$ cat src/rtl/shift_add_mul_pkg.sv
// shift_add_mul_pkg: state encoding and default width for the shift-and-add multiplier
package shift_add_mul_pkg;
  localparam int DEFAULT_WIDTH = 4;
  typedef logic [1:0] state_t;
  localparam state_t IDLE = 2'd0;
  localparam state_t RUN  = 2'd1;
  localparam state_t DONE = 2'd2;
endpackage

$ cat src/rtl/rca_w.sv
// rca_w: WIDTH-bit ripple-carry adder built from a chain of full-adder cells
module rca_w #(
  parameter int WIDTH = 4
) (
  input  logic [WIDTH-1:0] a,
  input  logic [WIDTH-1:0] b,
  input  logic             cin,
  output logic [WIDTH-1:0] sum,
  output logic             cout
);
  logic [WIDTH:0] c;
  assign c[0] = cin;
  for (genvar g = 0; g < WIDTH; g++) begin : g_fa
    assign sum[g]  = a[g] ^ b[g] ^ c[g];
    assign c[g+1]  = (a[g] & b[g]) | (c[g] & (a[g] ^ b[g]));
  end
  assign cout = c[WIDTH];
endmodule

$ cat src/rtl/shift_add_mul_ctrl.sv
// shift_add_mul_ctrl: sequential unsigned multiplier reusing one ripple-carry adder over WIDTH cycles
module shift_add_mul_ctrl
  import shift_add_mul_pkg::*;
#(
  parameter int WIDTH = DEFAULT_WIDTH
) (
  input  logic               clk,
  input  logic               rst,
  input  logic               start,
  input  logic [WIDTH-1:0]   X,
  input  logic [WIDTH-1:0]   Y,
  output logic               ready,
  output logic               busy,
  output logic               done,
  output logic [2*WIDTH-1:0] P
);
  localparam int CW = $clog2(WIDTH);
  state_t             state;
  logic [WIDTH-1:0]   mc;
  logic [2*WIDTH-1:0] pr;
  logic [CW-1:0]      cnt;
  logic [WIDTH-1:0]   addend;
  logic [WIDTH-1:0]   sum;
  logic               cout;
  logic [2*WIDTH-1:0] pr_next;
  logic               last;
  assign addend  = pr[0] ? mc : '0;
  rca_w #(.WIDTH(WIDTH)) u_add (
    .a    (pr[2*WIDTH-1:WIDTH]),
    .b    (addend),
    .cin  (1'b0),
    .sum  (sum),
    .cout (cout)
  );
  assign pr_next = {cout, sum, pr[WIDTH-1:1]};
  assign last    = cnt == CW'(WIDTH - 1);
  assign ready   = state == IDLE;
  assign busy    = (state == RUN) || (state == DONE);
  always_ff @(posedge clk or posedge rst) begin
    if (rst) begin
      state <= IDLE;
      mc    <= '0;
      pr    <= '0;
      cnt   <= '0;
      done  <= 1'b0;
      P     <= '0;
    end else begin
      done <= 1'b0;
      case (state)
        IDLE: if (start) begin
          mc    <= X;
          pr    <= {{WIDTH{1'b0}}, Y};
          cnt   <= '0;
          state <= RUN;
        end
        RUN: begin
          pr  <= pr_next;
          cnt <= cnt + 1'b1;
          if (last) begin
            state <= DONE;
            done  <= 1'b1;
            P     <= pr_next;
          end
        end
        default: state <= IDLE;
      endcase
    end
  end
endmodule

$ cat config.mk
export PLATFORM = sky130hd
export DESIGN_NAME = shift_add_mul_ctrl
export DESIGN_NICKNAME = d
export VERILOG_FILES = /design/src/rtl/shift_add_mul_pkg.sv /design/src/rtl/rca_w.sv /design/src/rtl/shift_add_mul_ctrl.sv
export SDC_FILE = /design/constraint.sdc
export NUM_CORES = 1
export LEC_CHECK = 0
export ABC_AREA = 0
export CORE_ASPECT_RATIO = 0.7
export CORE_MARGIN = 8
export CORE_UTILIZATION = 55
export CTS_CLUSTER_DIAMETER = 50
export DETAILED_ROUTE_END_ITERATION = 12
export PLACE_DENSITY = 0.83
export SYNTH_ARGS = -nofsm -noshare
export SYNTH_HDL_FRONTEND = slang
export SYNTH_HIERARCHICAL = 1
export SYNTH_SLANG_ARGS = --single-unit
$ cat constraint.sdc
create_clock -name clk -period 6.7 [get_ports clk]
set_input_delay 1.675 -clock clk [delete_from_list [all_inputs] [get_ports clk]]
set_output_delay 1.675 -clock clk [all_outputs]
set_load 0.005 [all_outputs]
; ---- Word level (Yosys, flattened, before mapping)
; Cells that the tools add are included.
[totals]
ff_bits = 25
[classes]
bitwise = 17
n_mux = 10
eq_ne = 5
addsub = 1
reduce_logical = 7
[op_table]
columns = cell, n
row1 = case mux 8 bit (2 select lines), 1
row2 = two-way mux 8 bit, 1
row3 = case mux 2 bit (2 select lines), 2
row4 = AND reduction 2 bit, 4
row5 = AND 1 bit, 7
row6 = bitwise XOR 1 bit, 7
row7 = two-way mux 2 bit, 3
row8 = "equality test 2 bit, second input constant", 2
row9 = two-way mux 4 bit, 1
row10 = "!= test 2 bit, second input constant", 2
row11 = OR 1 bit, 3
row12 = "adder 2 x 1 -> 2 bit, second input constant", 1
row13 = "equality test 2 x 1 -> 1 bit, second input constant", 1
row14 = logical NOT 2 bit, 1
row15 = two-way mux 1 bit, 2
row16 = nonzero test 2 bit, 1
row17 = logical OR 1 bit, 1

; ---- Longest topological paths before layout
; Gate-level depths: netlist of the first run.
[depth]
word_depth = 9
mapped_depth = 11

; ---- Hierarchy
; The synthesis of the first run kept the hierarchy.
[by_module_without_submodules]
columns = mod, cells_each, area_per_inst_um2, instances, seq_area_each_um2
row1 = shift_add_mul_ctrl, 99, 1137.3, 1, 625.6
row2 = rca_w, 14, 117.6, 1, 0.0

; ---- Least setup slack after synthesis of the first run
; Ideal clock, no wire load.
[synth_timing]
path_type = input to register
from = input start
to = register cnt[0]
setup_slack_ns = 4.251
t_required_ns = 6.575
stages = 4
path_buffers = 1
arrival_ns = 2.324
setup_ns = 0.125
cell_sequence = nand2b_4 > and2_4 > buf_6 > mux2_2
[synth_via]
elab_chain_len = 2
[synth_rtl]
columns = element, line
row1 = "start, declared", shift_add_mul_ctrl.sv:9  ; input logic start,
row2 = != test 2 bit (no line), n/a
row3 = AND reduction 2 bit (no line), n/a
row4 = "end signal, assigned", shift_add_mul_ctrl.sv:58  ; cnt <= cnt + 1'b1;
row5 = "end, declared", shift_add_mul_ctrl.sv:21  ; logic [CW-1:0] cnt;
; Every way passes these cells.
; A chain may end at the register's enable or synchronous reset.

; ---- Worst setup path after layout of the first run
[layout_timing]
from = register state[1]
to = output ready
[layout_via]
elab_chain_len = 1
[layout_rtl]
columns = element, line
row1 = "start, declared", shift_add_mul_ctrl.sv:18  ; state_t state;
row2 = "start signal, assigned", shift_add_mul_ctrl.sv:41  ; state <= IDLE;
row3 = "start signal, assigned", shift_add_mul_ctrl.sv:54  ; state <= RUN;
row4 = "start signal, assigned", shift_add_mul_ctrl.sv:60  ; state <= DONE;
row5 = logical NOT 2 bit, shift_add_mul_ctrl.sv:37  ; assign ready = state == IDLE;
row6 = "end, declared", shift_add_mul_ctrl.sv:12  ; output logic ready,
; Every way passes these cells.

==> results of run 1 <==
## synthesized netlist by cell type, types with 2 or more instances
master / number / area (um^2)
o22ai_1: 3 / 18.8
o21ai_0: 8 / 40.0
nand2_1: 15 / 56.3
a21oi_1: 2 / 10.0
inv_1: 20 / 75.1
ha_1: 4 / 50.1
fa_1: 4 / 80.1
dfrtp_1: 25 / 626
mux2i_1: 2 / 20.0
a221oi_2: 4 / 60.1
mux2_2: 9 / 101
buf_6: 2 / 22.5
and2_1: 4 / 25.0
nor2_1: 3 / 11.3
## through the flow
stage / hold slack (ns) / util / worst slack [ns] / cells / power (mW)
CTS: 0.512 / 0.696 / 3.22 / 166 / 0.640
finish: 0.504 / 0.696 / 3.24 / 166 / 0.633
floorplan: 0.450 / - / 4.25 / 113 / 0.467
detailed placement: 0.480 / 0.682 / 3.52 / 162 / 0.569
global route: 0.533 / 0.696 / 3.12 / 166 / 0.693
global placement: 0.459 / 0.682 / 3.63 / 162 / 0.555
## metal layers
metal  track usage  up-vias
li1              -      402
met4        0.0142        0
met2         0.197       20
met5             0        -
met3        0.0522        2
met1         0.148      414
## registers in the layout (all words and copies together) (netlist names)
signal	flops
done	1
state	2
mc	4
pr	8
cnt	2
P	8
## worst max-delay path: cells and delay by family, from the launching register on
kind	cells	cell delay, ns
adders and majority gates	1	0.39
buffers and inverters	2	0.70
DFF	1	0.38
## worst max-delay path by stage
stage              from      to  cells after the start
2_1_floorplan     start  cnt[0]                      4
4_1_cts        state[1]   ready                      3
3_5_place_dp      start   pr[5]                      3
5_1_grt        state[1]   ready                      3
3_3_place_gp      start  cnt[0]                      3
6_report       state[1]   ready                      3
## kinds of logic after synthesis
kind of cell,synth area share
and+or+nand+nor,0.101
DFF,0.499
buffers and inverters,0.0877
AOI/OAI and AO/OA,0.110
muxes,0.0967
adders and majority gates,0.104
other,0.00299
## report_power, final
group          internal [mW]  switching [mW]  leakage, nW
clock                 0.0228          0.0458       0.0139
combinational          0.163           0.156        0.388
sequential             0.211          0.0348        0.307
## layout make-up
class,count,area share
Sequential cell,25,0.417
Inverter,20,0.0500
Multi-Input combinational cell,64,0.346
Clock buffer,3,0.0150
Tap cell,32,0.0267
Timing Repair Buffer,21,0.140
Clock inverter,1,0.00500
==> flow_metrics.py, run 1 <==
metrics = {
    "clock_tree": {
        "cts_buffers": 3,
        "cts_resized": 0,
        "clk_pin_slew_ns": 0.14,
        "clk_path_buf_depth": 2,
        "clock_latency_ns": 0.32,
        "cts-root-buf": "clkbuf_4",
        "cts_hold_buf": 0,
        "cts_sinks": 25,
        "htreeDepth": 1,
        "cts_setup_buffers": 0,
        "cts_tree": "done",
    },
    "detailed_routing": {
        "avgViaCountPerCell": 5.05,
        "drt-total-wl_um": 2250,
        "wirelength_met1_um": 1000,
        "drcViolationCount": 0,
        "dr.pass1.iters": 4,
        "wl_met3_um": 150,
        "initialDrtViolationCount": 29,
        "top_layer": "met4",
        "num_vias": 838,
        "wire_per_inst_um": 13.5,
        "wl_met2_um": 1080,
        "ant_nets": 0,
    },
    "setup_path": {
        "arrival_ns": 1.78,
        "endpoint_kind": "output pin",
        "r2r_slack_ns": 4.12,
        "worst-endpoint-required_ns": 5.03,
        "critPathKind": "reg -> out",
        "start_kind": "flip-flop",
        "crit_fanout": 8,
        "slowest_delay_ns": 0.58,
        "reg2regPathDepth": 11,
        "crit_chain": "inv_1 > ha_1 > clkdlybuf4s50_1",
        "reg2reg_from": "pr[0]",
        "critical_path.slowest_cell": "clkdlybuf4s50_1",
        "rr_endpoint": "pr[6]",
    },
    "synthesis": {
        "synth_edf_count": 0,
        "synthCells": 113,
        "synthArstFlopShare": 1.00,
        "syn-mean-instance-area_um2": 11.1,
        "seq_area_frac_synth": 0.499,
        "syn_area_um2": 1250,
        "ys_types": 22,
        "synth_flop_cell": "dfrtp_1",
        "yosys_warnings": 6,
        "syn_nets": 132,
        "synth-seq-cells": 25,
    },
    "sta": {
        "rsz0062_at_grt": "false",
        "max_slew.worst_pin.slew_ns": 0.919,
        "maxSlewViolCount": 0,
        "fin_crit_ns": 3.46,
        "finalSetupTns_ns": 0,
        "final_hold_viol_count": 0,
        "fmax_mhz": 289,
        "setup-violations-final": 0,
        "skew_ns": 0.0122,
        "maxSlewHeadroom": 0.387,
        "min_period_over_period": 0.516,
    },
    "final_layout": {
        "drive_gt1_frac": 0.142,
        "diodes": 0,
        "layout.cells.most_common_list": "dfrtp_1, clkdlybuf4s50_1, inv_1, nand2_1, mux2_2",
        "nNetsFinal": 154,
        "layout_commonest_cell": "dfrtp_1",
        "fill_cells": 164,
        "final_area_um2": 1500,
        "seqCellArea_um2": 626,
        "multi_input_area_um2": 519,
        "syn2layout_area_growth_pct": 19.5,
    },
    "floorplan": {
        "start_util": 0.582,
        "die_w_um": 73.1,
        "die-area_um2": 4090,
        "fp-row-count": 14,
        "die_height_um": 56.0,
        "pin_count": 22,
        "core_um2": 2150,
    },
    "power": {
        "irDropWorstVdd_uv": 254,
        "p_per_area_nw_per_um2": 422,
        "p_leak_nw": 0.709,
    },
    "hold_path": {
        "holdPathStages": 2,
        "hold_path.startpoint": "P[2]",
        "hold_path.class": "reg -> reg",
        "hold_end": "P[2]",
    },
    "grt": {
        "first_global_vias": 890,
        "grt_pass1_wl_um": 3990,
        "grt-ovfl-total": 0,
        "global_route.usage.total": 0.121,
        "antenna_found_initial": 0,
        "grt_start_max_net_pins": 26,
    },
    "placement": {
        "placed_cell_area_um2": 1470,
        "port_buffers": 21,
        "hpwl_um": 1750,
        "gp_congestion": 0.793,
    },
    "run_status": {
        "status": "finished, final reports clean",
    },
    "job": {
        "timing.max_cap.violations": 0,
    },
}
No activity file was read; power rests on OpenSTA's default activity.
==> inputs of run 2 (changes only) <==
--- a/config.mk
+++ b/config.mk
@@ -8,10 +8,10 @@
 export ABC_AREA = 0
 export CORE_ASPECT_RATIO = 0.7
 export CORE_MARGIN = 8
-export CORE_UTILIZATION = 55
+export CORE_UTILIZATION = 46
 export CTS_CLUSTER_DIAMETER = 50
 export DETAILED_ROUTE_END_ITERATION = 12
-export PLACE_DENSITY = 0.83
+export PLACE_DENSITY = 0.74
 export SYNTH_ARGS = -nofsm -noshare
 export SYNTH_HDL_FRONTEND = slang
 export SYNTH_HIERARCHICAL = 1
==> constraint.sdc (replaced) <==
create_clock -name clk -period 2.93 [get_ports clk]
set_input_delay 0.7325 -clock clk [delete_from_list [all_inputs] [get_ports clk]]
set_output_delay 0.7325 -clock clk [all_outputs]
set_load 0.005 [all_outputs]
==> run 2 against run 1 <==
Flip-flop and latch count stayed put; via count shrank 1.1%; setup slack worse by 2.8 ns; combinational power is 130% higher; design area is 2.6% higher; final cell count increased by 3.6%; first-iteration DRC count is 52% lower; critical path type unchanged; sequential power up 130%; clock power rose to 3.0 times the previous value; total power increased by 140%; register-to-register slack worse by 3.6 ns; sequential share of layout area is 1.1 points lower; highest routed layer unchanged.
==> flow_metrics.py, run 2 (same netlist as run 1, synthesis figures left out) <==
metrics = {
    "sta": {
        "finalSetupTns_ns": 0,
        "fmax_mhz": 409,
        "maxSlewViolCount": 0,
        "skew_ns": 0.00604,
        "fin_crit_ns": 2.44,
        "setup-violations-final": 0,
        "rsz0062_at_grt": "false",
        "final_hold_viol_count": 0,
        "whs_ns": 0.491,
        "min_period_over_period": 0.834,
    },
    "power": {
        "p_leak_nw": 0.726,
        "finalPower_mw": 1.51,
        "p_per_area_nw_per_um2": 980,
        "irDropWorstVdd_uv": 430,
    },
    "detailed_routing": {
        "drt-total-wl_um": 2300,
        "dr.pass1.iters": 4,
        "drcViolationCount": 0,
        "wire_per_inst_um": 13.4,
        "ant_nets": 0,
        "initialDrtViolationCount": 14,
        "avgViaCountPerCell": 4.82,
        "num_vias": 829,
    },
    "clock_tree": {
        "clk_path_buf_depth": 2,
        "cts_sinks": 25,
        "clock_latency_ns": 0.27,
        "cts_resized": 0,
        "cts_setup_buffers": 0,
        "clk_pin_slew_ns": 0.09,
        "cts-root-buf": "clkbuf_8",
        "htreeDepth": 1,
        "cts_hold_buf": 0,
        "cts_tree": "done",
        "cts_buffers": 3,
    },
    "grt": {
        "grt_start_max_net_pins": 26,
        "first_global_vias": 868,
        "antenna_found_initial": 0,
        "global_route.usage.total": 0.109,
        "grt-ovfl-total": 0,
        "grt_pass1_wl_um": 4030,
    },
    "floorplan": {
        "die_height_um": 59.7,
        "fp-row-count": 16,
        "start_util": 0.464,
        "pin_count": 22,
        "die-area_um2": 4680,
        "die_w_um": 78.4,
        "core_um2": 2700,
    },
    "setup_path": {
        "worst-endpoint-required_ns": 2.20,
        "start_kind": "flip-flop",
        "crit_fanout": 8,
        "critPathKind": "reg -> out",
        "arrival_ns": 1.71,
        "endpoint_kind": "output pin",
    },
    "placement": {
        "port_buffers": 21,
        "hpwl_um": 1870,
        "gp_congestion": 0.801,
    },
    "final_layout": {
        "nNetsFinal": 156,
        "top_regs": "P x8, pr x8, mc x4",
        "layout_commonest_cell": "dfrtp_1",
        "syn2layout_area_growth_pct": 22.6,
        "fill_cells": 245,
        "layout.cells.most_common_list": "dfrtp_1, clkdlybuf4s50_1, inv_1, nand2_1, mux2_2",
        "diodes": 0,
        "drive_gt1_frac": 0.154,
    },
    "run_status": {
        "status": "finished, final reports clean",
    },
    "hold_path": {
        "hold_path.class": "reg -> reg",
    },
    "job": {
        "timing.max_cap.violations": 0,
    },
}
run 2: cell count changes in the layout (fill, tap and decap cells not counted), sizes merged:
cell / delta
buf: +2
run 2: worst paths after layout:
kind	startpoint	end	slack (ns)	cells after the start
setup / recovery	state[1]	ready	0.49	3
hold / removal	P[1]	P[1]	0.49	2
setup reg to reg	pr[0]	pr[6]	0.50	11
hold reg to reg	P[1]	P[1]	0.49	2
max in group asynchronous	rst	state[0]	1.88	3
min in group asynchronous	rst	pr[7]	0.81	3
run 2: where the power goes:
part | switching [mW] | internal (mW) | total (mW)
Combinational | 0.356 | 0.385 | 0.741
Sequential | 0.0776 | 0.484 | 0.562
Clock | 0.109 | 0.0963 | 0.206
run 2: metal layers:
metal,vias to the layer above,GRT usage,part of all wire
met5,-,0,0
met4,0,0.0315,0.0091
met3,4,0.0480,0.079
met2,24,0.172,0.44
met1,395,0.133,0.48
li1,406,-,-
run 2: layout make-up:
type | instances | area, um^2 | area share
tap | 36 | 45.0 | 0.0293
sequential | 25 | 626 | 0.407
multi-input combinational | 64 | 519 | 0.337
clock buffer | 3 | 41.3 | 0.0268
timing repair buffer | 23 | 225 | 0.146
inverter | 20 | 75.1 | 0.0488
clock inverter | 1 | 7.51 | 0.00488
run 2: worst max-delay path, cell delays in order (launching register included):
cell and delay, ns:
dfrtp_1 0.36, inv_1 0.10, ha_1 0.40, clkdlybuf4s50_1 0.58
run 2: per-stage QoR:
step / worst slack, ns / std cells / instance area [um^2] / utilization
global route: 0.316 / 172 / 1540 / 0.569
global placement: 0.585 / 168 / 1490 / 0.551
detailed placement: 0.466 / 168 / 1490 / 0.551
finish: 0.486 / 172 / 1540 / 0.569
CTS: 0.473 / 172 / 1540 / 0.569
floorplan: 0.627 / 113 / 1250 / -
==> inputs of run 3 (changes only) <==
--- a/config.mk
+++ b/config.mk
@@ -8,10 +8,10 @@
 export ABC_AREA = 0
 export CORE_ASPECT_RATIO = 0.7
 export CORE_MARGIN = 8
-export CORE_UTILIZATION = 46
+export CORE_UTILIZATION = 51
 export CTS_CLUSTER_DIAMETER = 50
 export DETAILED_ROUTE_END_ITERATION = 12
-export PLACE_DENSITY = 0.74
+export PLACE_DENSITY = 0.78
 export SYNTH_ARGS = -nofsm -noshare
 export SYNTH_HDL_FRONTEND = slang
 export SYNTH_HIERARCHICAL = 1
==> constraint.sdc (replaced) <==
create_clock -name clk -period 2.45 [get_ports clk]
set_input_delay 0.6125 -clock clk [delete_from_list [all_inputs] [get_ports clk]]
set_output_delay 0.6125 -clock clk [all_outputs]
set_load 0.005 [all_outputs]
==> run 3 against run 2 <==
Routed wire length increased by 1.5%; flip-flop and latch count unchanged; register-to-register slack got worse by 0.35 ns; critical path depth increased by 7; highest routed layer unchanged; die area decreased by 7.5%; utilization increased by 7.0 points; largest power group unchanged; setup slack got worse by 0.33 ns; via count increased by 2.4%.
==> flow_metrics.py, run 3 (same netlist as run 1, synthesis figures left out) <==
metrics = {
    "hold_path": {
        "hold_path.class": "reg -> reg",
        "hold_end": "P[3]",
        "holdPathStages": 2,
        "hold_path.startpoint": "P[3]",
    },
    "setup_path": {
        "reg2reg_from": "mc[0]",
        "rr_endpoint": "P[6]",
        "slowest_delay_ns": 0.50,
        "crit_fanout": 2,
        "endpoint_kind": "flip-flop",
        "reg2regPathDepth": 10,
        "crit_top_cell": "inv_1",
        "r2r_slack_ns": 0.15,
        "start_kind": "flip-flop",
        "arrival_ns": 2.51,
        "critPathKind": "reg -> reg",
        "critical_path.slowest_cell": "fa_1",
        "worst-endpoint-required_ns": 2.67,
        "crit_chain": "and2_4 > fa_2 > inv_1 > fa_1 > inv_1 > fa_2 > inv_2 > fa_1 > inv_1 > mux2_2",
    },
    "sta": {
        "fmax_mhz": 435,
        "finalSetupTns_ns": 0,
        "rsz0062_at_grt": "false",
        "min_period_over_period": 0.938,
        "skew_ns": 0.00264,
        "fin_crit_ns": 2.30,
        "maxSlewViolCount": 0,
        "setup-violations-final": 0,
        "final_hold_viol_count": 0,
    },
    "grt": {
        "antenna_found_initial": 0,
        "first_global_vias": 859,
        "global_route.usage.total": 0.118,
        "grt_start_max_net_pins": 26,
        "grt_pass1_wl_um": 3960,
        "grt-ovfl-total": 0,
    },
    "placement": {
        "dp_cells": 168,
        "gp_congestion": 0.781,
        "port_buffers": 21,
        "hpwl_um": 1880,
    },
    "final_layout": {
        "layout_commonest_cell": "dfrtp_1",
        "fin_cells": 172,
        "nNetsFinal": 158,
        "drive_gt1_frac": 0.188,
        "diodes": 0,
        "top_regs": "P x8, pr x8, mc x4",
        "syn2layout_area_growth_pct": 22.4,
        "layout.cells.most_common_list": "dfrtp_1, clkdlybuf4s50_1, inv_1, nand2_1, mux2_2",
    },
    "clock_tree": {
        "htreeDepth": 1,
        "cts_sinks": 25,
        "cts-root-buf": "clkbuf_4",
        "clk_pin_slew_ns": 0.13,
        "cts_tree": "done",
        "cts_hold_buf": 0,
        "clock_latency_ns": 0.31,
        "clk_path_buf_depth": 2,
        "cts_buffers": 3,
    },
    "power": {
        "irDropWorstVdd_uv": 487,
        "p_leak_nw": 0.728,
        "p_per_area_nw_per_um2": 1160,
        "p_int_mw": 1.13,
        "p_comb_frac": 0.526,
        "sw_frac_of_total": 0.365,
        "power.net_switching_uw": 650,
        "p_clk_frac": 0.101,
        "p_seq_frac": 0.374,
    },
    "floorplan": {
        "start_util": 0.522,
        "fp-row-count": 15,
        "die_w_um": 75.3,
        "die-area_um2": 4330,
        "core_um2": 2400,
        "die_height_um": 57.5,
        "pin_count": 22,
    },
    "detailed_routing": {
        "ant_nets": 0,
        "drt-total-wl_um": 2330,
        "avgViaCountPerCell": 4.94,
        "wire_per_inst_um": 13.6,
        "num_vias": 849,
        "drcViolationCount": 0,
        "initialDrtViolationCount": 80,
        "dr.pass1.iters": 4,
    },
    "run_status": {
        "status": "finished, final reports clean",
    },
    "job": {
        "timing.max_cap.violations": 0,
    },
}
==> run 3: area by class of cell <==
class	count	area [um^2]
fill	210	866
sequential	25	626
multi-input combinational	64	527
timing repair buffer	25	240
inverter	20	75.1
tap	34	42.5
clock buffer	4	26.3
==> run 3: timing repair <==
action	CTS	global route
setup endpoints to repair	0	2
endpoints found under the hold margin	0	0
setup buffers	0	0
resized for setup	0	5
==> run 3: worst max path at each step <==
stage	start	to	slack [ns]	depth (start not counted)
3_3_place_gp	pr[0]	pr[6]	0.15	11
6_report	mc[0]	P[6]	0.15	10
2_1_floorplan	pr[0]	pr[6]	0.15	11
3_5_place_dp	pr[0]	pr[6]	0.07	11
5_1_grt	pr[0]	pr[6]	0.02	11
4_1_cts	pr[0]	pr[6]	0.03	11
==> run 3: power groups by stage <==
stage | registers (mW) | clock network [mW] | logic, mW
finish | 0.666 | 0.180 | 0.937
global route | 0.689 | 0.199 | 1.05
CTS | 0.668 | 0.185 | 0.935
detailed placement | 0.677 | 0 | 0.934
global placement | 0.662 | 0 | 0.891
floorplan | 0.666 | 0 | 0.613
==> run 3: worst max-delay path, delay by kind of cell, from the launching register on <==
family,cells,cell delay (ns)
muxes,1,0.25
buffers and inverters,4,0.21
DFF,1,0.38
adders and majority gates,4,1.22
and+or+nand+nor,1,0.15
==> run 3: layer usage <==
layer | routed length [um] | vias to the layer above | track usage
li1 | - | 409 | -
met5 | 0 | - | 0
met4 | 17 | 0 | 0.0218
met3 | 152 | 4 | 0.0420
met2 | 1110 | 20 | 0.191
met1 | 1050 | 416 | 0.147
==> run 3: through the flow <==
step / power (mW) / setup slack (ns) / utilization / hold WS (ns) / instance area, um^2
finish: 1.78 / 0.153 / 0.640 / 0.492 / 1540
CTS: 1.79 / 0.0330 / 0.636 / 0.498 / 1530
detailed placement: 1.61 / 0.0664 / 0.626 / 0.470 / 1500
global placement: 1.55 / 0.146 / 0.626 / 0.461 / 1500
global route: 1.94 / 0.0166 / 0.640 / 0.511 / 1540
floorplan: 1.28 / 0.147 / - / 0.450 / 1250
